==> config.mk <==
export PLATFORM = sky130hd
export DESIGN_NAME = bram_arbiter
export DESIGN_NICKNAME = d
export VERILOG_FILES = /design/src/rtl/bram_arbiter_pkg.sv /design/src/rtl/bram_arbiter_rr_arb2.sv /design/src/rtl/bram_arbiter.sv
export SDC_FILE = /design/constraint.sdc
export NUM_CORES = 1
export LEC_CHECK = 0
export ABC_AREA = 0
export BUFFER_PORTS_ARGS = -buffer_cell sky130_fd_sc_hd__buf_4
export CAP_MARGIN = 10
export CORE_AREA = 2 2 74 76
export CTS_BUF_LIST = sky130_fd_sc_hd__clkbuf_4 sky130_fd_sc_hd__clkbuf_8
export CTS_CLUSTER_DIAMETER = 40
export DETAILED_ROUTE_END_ITERATION = 12
export DIE_AREA = 0 0 76 78
export HOLD_SLACK_MARGIN = 0.06
export PLACE_DENSITY = 0.69
export SLEW_MARGIN = 20
export SYNTH_ARGS = -nofsm -noshare
export SYNTH_HDL_FRONTEND = slang
export SYNTH_SLANG_ARGS = --single-unit
==> constraint.sdc <==
create_clock -name CLK -period 1.1 [get_ports CLK]
set_input_delay 0.055 -clock CLK [delete_from_list [all_inputs] [get_ports CLK]]
set_output_delay 0.055 -clock CLK [all_outputs]
set_load 0.05 [all_outputs]
==> src/rtl/bram_arbiter_pkg.sv <==
// bram_arbiter_pkg: shared state, grant and write-enable encodings for the bank arbiter.
package bram_arbiter_pkg;
    typedef enum logic {CLEAR = 1'b0, RUN = 1'b1} state_t;
    typedef enum logic {GNT_A = 1'b0, GNT_B = 1'b1} gnt_t;
    localparam logic [3:0] WREN_ALL = 4'hF;
endpackage

==> src/rtl/bram_arbiter_rr_arb2.sv <==
// rr_arb2: two-input round-robin arbiter; a conflict goes to the port not granted last.
module rr_arb2
    import bram_arbiter_pkg::*;
(
    input  logic CLK,
    input  logic RESETn,
    input  logic en,
    input  logic req_a,
    input  logic req_b,
    input  logic upd,
    output logic gnt_a,
    output logic gnt_b
);
    gnt_t last;
    always_ff @(posedge CLK or negedge RESETn)
        if (!RESETn) last <= GNT_B;
        else if (upd) last <= gnt_b ? GNT_B : GNT_A;
    always_comb begin
        gnt_a = en && req_a && (!req_b || last == GNT_B);
        gnt_b = en && req_b && (!req_a || last == GNT_A);
    end
endmodule

==> src/rtl/bram_arbiter.sv <==
// bram_arbiter: shares one byte-writable 32-bit bank between a fetch port (A) and a load/store port (B),
// with an optional zero-fill of the bank after reset.
module bram_arbiter
    import bram_arbiter_pkg::*;
#(
    parameter int AW = 6,
    parameter bit CLEAR_ON_RESET = 1'b0
) (
    input  logic          CLK,
    input  logic          RESETn,
    input  logic          A_VALID,
    output logic          A_READY,
    input  logic [AW-3:0] A_ADDR,
    output logic          A_RVALID,
    output logic [31:0]   A_RDATA,
    input  logic          B_VALID,
    output logic          B_READY,
    input  logic          B_WRITE,
    input  logic [AW-3:0] B_ADDR,
    input  logic [31:0]   B_WDATA,
    input  logic [3:0]    B_WSTRB,
    output logic          B_RVALID,
    output logic [31:0]   B_RDATA,
    output logic [AW-3:0] M_ADDR,
    output logic [31:0]   M_WDATA,
    output logic [3:0]    M_WREN,
    input  logic [31:0]   M_RDATA,
    output logic          INIT_DONE
);
    localparam state_t RST_STATE = CLEAR_ON_RESET ? CLEAR : RUN;
    state_t state, state_nxt;
    logic [AW-3:0] clr_addr, addr_q;
    logic run, clr, gnt_a, gnt_b;
    // Gating with RESETn keeps READY and M_WREN low while reset is held.
    assign run = RESETn && state == RUN;
    assign clr = RESETn && state == CLEAR;
    assign A_RDATA = M_RDATA;
    assign B_RDATA = M_RDATA;
    rr_arb2 u_arb (
        .CLK   (CLK),
        .RESETn(RESETn),
        .en    (run),
        .req_a (A_VALID),
        .req_b (B_VALID),
        .upd   (gnt_a | gnt_b),
        .gnt_a (gnt_a),
        .gnt_b (gnt_b)
    );
    always_comb begin
        state_nxt = (clr && clr_addr == '1) ? RUN : state;
        A_READY = gnt_a;
        B_READY = gnt_b;
        M_ADDR = clr ? clr_addr : gnt_a ? A_ADDR : gnt_b ? B_ADDR : addr_q;
        M_WDATA = gnt_b ? B_WDATA : '0;
        M_WREN = clr ? WREN_ALL : (gnt_b && B_WRITE) ? B_WSTRB : '0;
    end
    always_ff @(posedge CLK or negedge RESETn)
        if (!RESETn) begin
            state <= RST_STATE;
            clr_addr <= '0;
            addr_q <= '0;
            A_RVALID <= 1'b0;
            B_RVALID <= 1'b0;
            INIT_DONE <= ~CLEAR_ON_RESET;
        end else begin
            state <= state_nxt;
            clr_addr <= (clr && clr_addr != '1) ? clr_addr + 1'b1 : clr_addr;
            addr_q <= M_ADDR;
            A_RVALID <= gnt_a;
            B_RVALID <= gnt_b;
            INIT_DONE <= state_nxt == RUN;
        end
endmodule
### After elaboration in Yosys (flattened, before gate mapping)

Cells that the tools add are included.
Widths: inputs -> output; s select.

* output and inout port bits: 109
* logic and storage cells: 20
* register bits after elaboration: 7

* bitwise operators: 2
* mux-type cells: 5
* reduce and logical (&&, ||, !) cells: 9

Operator list (count)
* $mux 32: 1
* $mux 4: 3
* $logic_and 1x1->1: 5
* $logic_not 1->1: 2
* $logic_or 1x1->1: 2
* $mux 1: 1
* $not 1->1: 1
* $or 1x1->1: 1

### Logic depth before layout (Yosys ltp)

* depth in word-level cells: 5
* mapped depth: 4
* depth with buffers taken out: 3

### Modules after synthesis

A second synthesis with hierarchy kept.

* cell total of the unflattened synthesis: 133
* area total of the unflattened synthesis: 1041.0 µm²

Modules (own cells, without submodules)
* bram_arbiter: area each 974.7 µm², times used 1, cells each 125
* rr_arb2: area each 66.3 µm², times used 1, cells each 8

### Worst setup path after synthesis

No wires, ideal clock.

* path type: flip-flop to flip-flop
* start point: reg u_arb.last
* end point: reg addr_q[0]
* required time: 0.876 ns
* stages on the path, launching flop included: 4
* library setup time: 0.224 ns
* arrival time: 1.687 ns
* path slack: -0.811 ns
* period minus slack after synthesis: 1.911 ns
* cells stage by stage: dfstp_2 and2_2 o21ai_0 a31oi_1

* cells in the longest elaborated chain, start to end: 5

RTL lines
* start, declared: line bram_arbiter_rr_arb2.sv:14 `gnt_t last;`
* start signal, assigned: line bram_arbiter_rr_arb2.sv:17 `else if (upd) last <= gnt_b ? GNT_B : GNT_A;`
* $not 1->1: line bram_arbiter_rr_arb2.sv:20 `gnt_b = en && req_b && (!req_a || last == GNT_A);`
* $logic_or 1x1->1: line bram_arbiter_rr_arb2.sv:20
* $logic_and 1x1->1: line bram_arbiter_rr_arb2.sv:20
* $mux 4: line bram_arbiter.sv:53 `M_ADDR = clr ? clr_addr : gnt_a ? A_ADDR : gnt_b ? B_ADDR : addr_q;`
* $mux 4 *: line bram_arbiter.sv:53
* named net M_ADDR[0]: line bram_arbiter.sv:24 `output logic [AW-3:0] M_ADDR,`
* end signal, assigned: line bram_arbiter.sv:61 `addr_q <= '0;`
* end signal, assigned: line bram_arbiter.sv:68 `addr_q <= M_ADDR;`
* end, declared: line bram_arbiter.sv:32 `logic [AW-3:0] clr_addr, addr_q;`

The timed path passes the listed nets; every way through them passes the cells marked *.
A chain may end at the register's enable or synchronous reset.

### Final worst setup path

* start point: reg u_arb.last
* end point: out M_ADDR[2]

* cells in the longest elaborated chain, start to end: 5

RTL lines (line)
* $not 1->1: bram_arbiter_rr_arb2.sv:20
* $logic_or 1x1->1: bram_arbiter_rr_arb2.sv:20
* $logic_and 1x1->1: bram_arbiter_rr_arb2.sv:20
* $mux 4: bram_arbiter.sv:53
* $mux 4 *: bram_arbiter.sv:53
* end, declared: bram_arbiter.sv:24

Every way passes the cells marked *; elsewhere a longest branch is shown, timed or not.

==> results_dict.tcl <==
set metrics [dict create \
    arrival_ns 1.53 \
    required_ns 1.04 \
    viasPerCell 4.19 \
    synthCells 143 \
    crit_chain "nor2b_2 -> or2_4 -> a31oi_4 -> buf_6" \
    synth_seq_cells 7 \
    ant_nets 0 \
    synthesis.nets 224 \
    vias 1094 \
    mostFrequentLayoutCells "buf_4, and3_4, buf_8" \
    num-fill-cells 456 \
    clockBufferDepth 2 \
    wl_per_cell_um 14.9 \
    power_density_mw_per_mm2 939 \
    dp.cells 250 \
    htree_num_levels 1 \
    r2r_start "u_arb.last" \
    synth_top_area_share_pct 46.6 \
    multi_input_area_um2 683 \
    fin_ws_ns -0.485 \
    grt_max_degree 24 \
    antenna_found_initial 0 \
    status "finished, violations left" \
    die_area_mm2 0.00593 \
    critPathSlowestCell "dfstp_2" \
    cts_tree "done" \
    setup_violations 48 \
    rows 26 \
    hold_violations 0 \
    min_path_type "input pin to output port" \
    path_max_fanout 5 \
    synth-seq-area-share_pct 16.1 \
    clk_pin_slew_ns 0.04 \
    die_w_um 76 \
    final_common_cell "buf_4" \
    drive_gt1_share_pct 89.5 \
    synthTopCellsByArea "buf_4, and3_1, dfrtp_1" \
    grt_pass1_wl_mm 5.60 \
    overflow 0 \
    num_io_pins 190 \
    peakVddDrop_v 0.000884 \
    min_period_ns 1.58 \
    path_class "flop to output port" \
    rsz0062_at_grt "yes" \
    fmax_ghz 0.631 \
    num-nets-final 273 \
    port-buffer-count 92 \
    netlist_area_mm2 0.00110 \
    clk_latency_ns 0.22 \
    routed_wl_mm 3.88 \
    whs_path_depth 0 \
    report.final.slew_viol_count 0 \
    worstHoldStart "M_RDATA[22]" \
    drtIter0Drc 22 \
    fp.coreArea_mm2 0.00504 \
    hpwl_mm 2.86 \
    dpl_worst_slack_ns -0.275 \
    layout.cells.non_filler 261 \
    ff_latch_area_um2 176 \
    fp.dieH_um 78 \
    synth.avg_cell_area_um2 7.66 \
    violations "setup timing" \
    cp_slowest_stage_delay_ns 0.57 \
    drcViolationCount 0 \
    gp_congestion 0.731 \
    clock-skew-final_ns 0.00390 \
    grt_pass1_vias 1116 \
    gr-usage-all-layers_pct 11.5 \
    cts_buffers 3 \
    yosysWarningCount 0 \
    start_kind "flop" \
    cts.sinks 7 \
    finalCritPeriodShare_pct 144 \
    synth_top_area_cell "buf_4" \
    r2r_slack_ns -0.11 \
    synthDistinctLibCells 20 \
    endpoint_kind "output port" \
    power_leakage_nw 1.00 \
    rr_worst_depth 5 \
    dr.pass1.iters 4 \
    cts_root_buf "clkbuf_8" \
    num_antenna_cells 0 \
    start_util_pct 21.7 \
    r2r_end "addr_q[1]" \
    area_growth_syn_to_layout_pct 101 \
    drv_cap 0 \
    hold_end "A_RDATA[22]" \
]
## registers in the layout, indices dropped and copies added, names as in the netlist
signal,cells
addr_q,4
A_RVALID,1
B_RVALID,1
u_arb.last,1
## metal layers
metal,GRT usage [%],vias to the layer above,share of wire (%)
met2,19.9,63,54
met3,3.26,29,8.2
met4,7.82,0,4.5
li1,-,511,-
met1,12.3,491,33
met5,0,-,0
## power breakdown
part           internal, W  switching (W)
sequential        0.000308      0.0000219
clock             0.000275       0.000107
combinational     0.000650       0.000709
total              0.00123       0.000838
## cells in the mapped netlist
cell      instances
nor2b_2           1
and2_1            1
and3_1           35
conb_1            1
nor3_1            4
nor2_4            1
and3_2            1
dfstp_2           1
buf_6             1
nand2_2           2
a31oi_1           4
and2_2            1
nand2_1           2
buf_4            68
clkbuf_1          3
inv_1             1
dfrtp_1           6
o21ai_0           5
or2_4             1
nand3_1           4
## critical path: cells and delay by family (launching register included)
family / cells / cell delay, ns
flops: 1 / 0.57
simple gates: 2 / 0.35
compound gates: 1 / 0.21
buf+inv: 1 / 0.18
## stage by stage
| stage | power [W] | hold slack (ns) | setup TNS (ns) | area (µm²) | utilization, % |
|---|---|---|---|---|---|
| finish | 0.00207 | 0.110 | -17.37 | 2210 | 43.7 |
| global route | 0.00217 | 0.110 | -19.50 | 2210 | 43.7 |
| CTS | 0.00185 | 0.110 | -19.45 | 1830 | 36.3 |
| detailed placement | 0.00140 | -0.141 | -9.84 | 1710 | 33.9 |
| global placement | 0.00139 | -0.141 | -8.96 | 1710 | 33.9 |
| floorplan | 0.00163 | -0.241 | -3.72 | 1330 | - |
## repair_timing
item | CTS | global route
gates cloned | 0 | 3
resized for setup | 13 | 77
hold buffers | 1 | 0
pin swaps | 5 | 9
hold endpoints to repair | 7 | 0
setup buffers | 2 | 1
endpoints found under the setup margin | 47 | 48
## layout make-up
| class | count | share of cell area [%] |
|---|---|---|
| sequential | 7 | 8.00 |
| multi-input combinational | 64 | 31.0 |
| inverter | 1 | 0.284 |
| tap | 70 | 3.97 |
| clock buffer | 4 | 2.21 |
| timing repair buffer | 115 | 54.6 |
## cell families after synthesis
kind of cell	after synthesis	share of synthesized area (%)
compound gates	9	4.57
buf+inv	73	49.0
flops	7	16.1
other cells	1	0.342
simple gates	53	30.0
## worst max path at each step
stage / from / end / slack (ns)
final: u_arb.last / M_ADDR[2] / -0.48
after global routing: u_arb.last / M_ADDR[3] / -0.53
after CTS: u_arb.last / M_ADDR[3] / -0.48
after detailed placement: u_arb.last / M_ADDR[0] / -0.27
after global placement: u_arb.last / M_ADDR[3] / -0.25
after floorplan: u_arb.last / addr_q[0] / -0.35
Power figures use the tool's default switching activity.
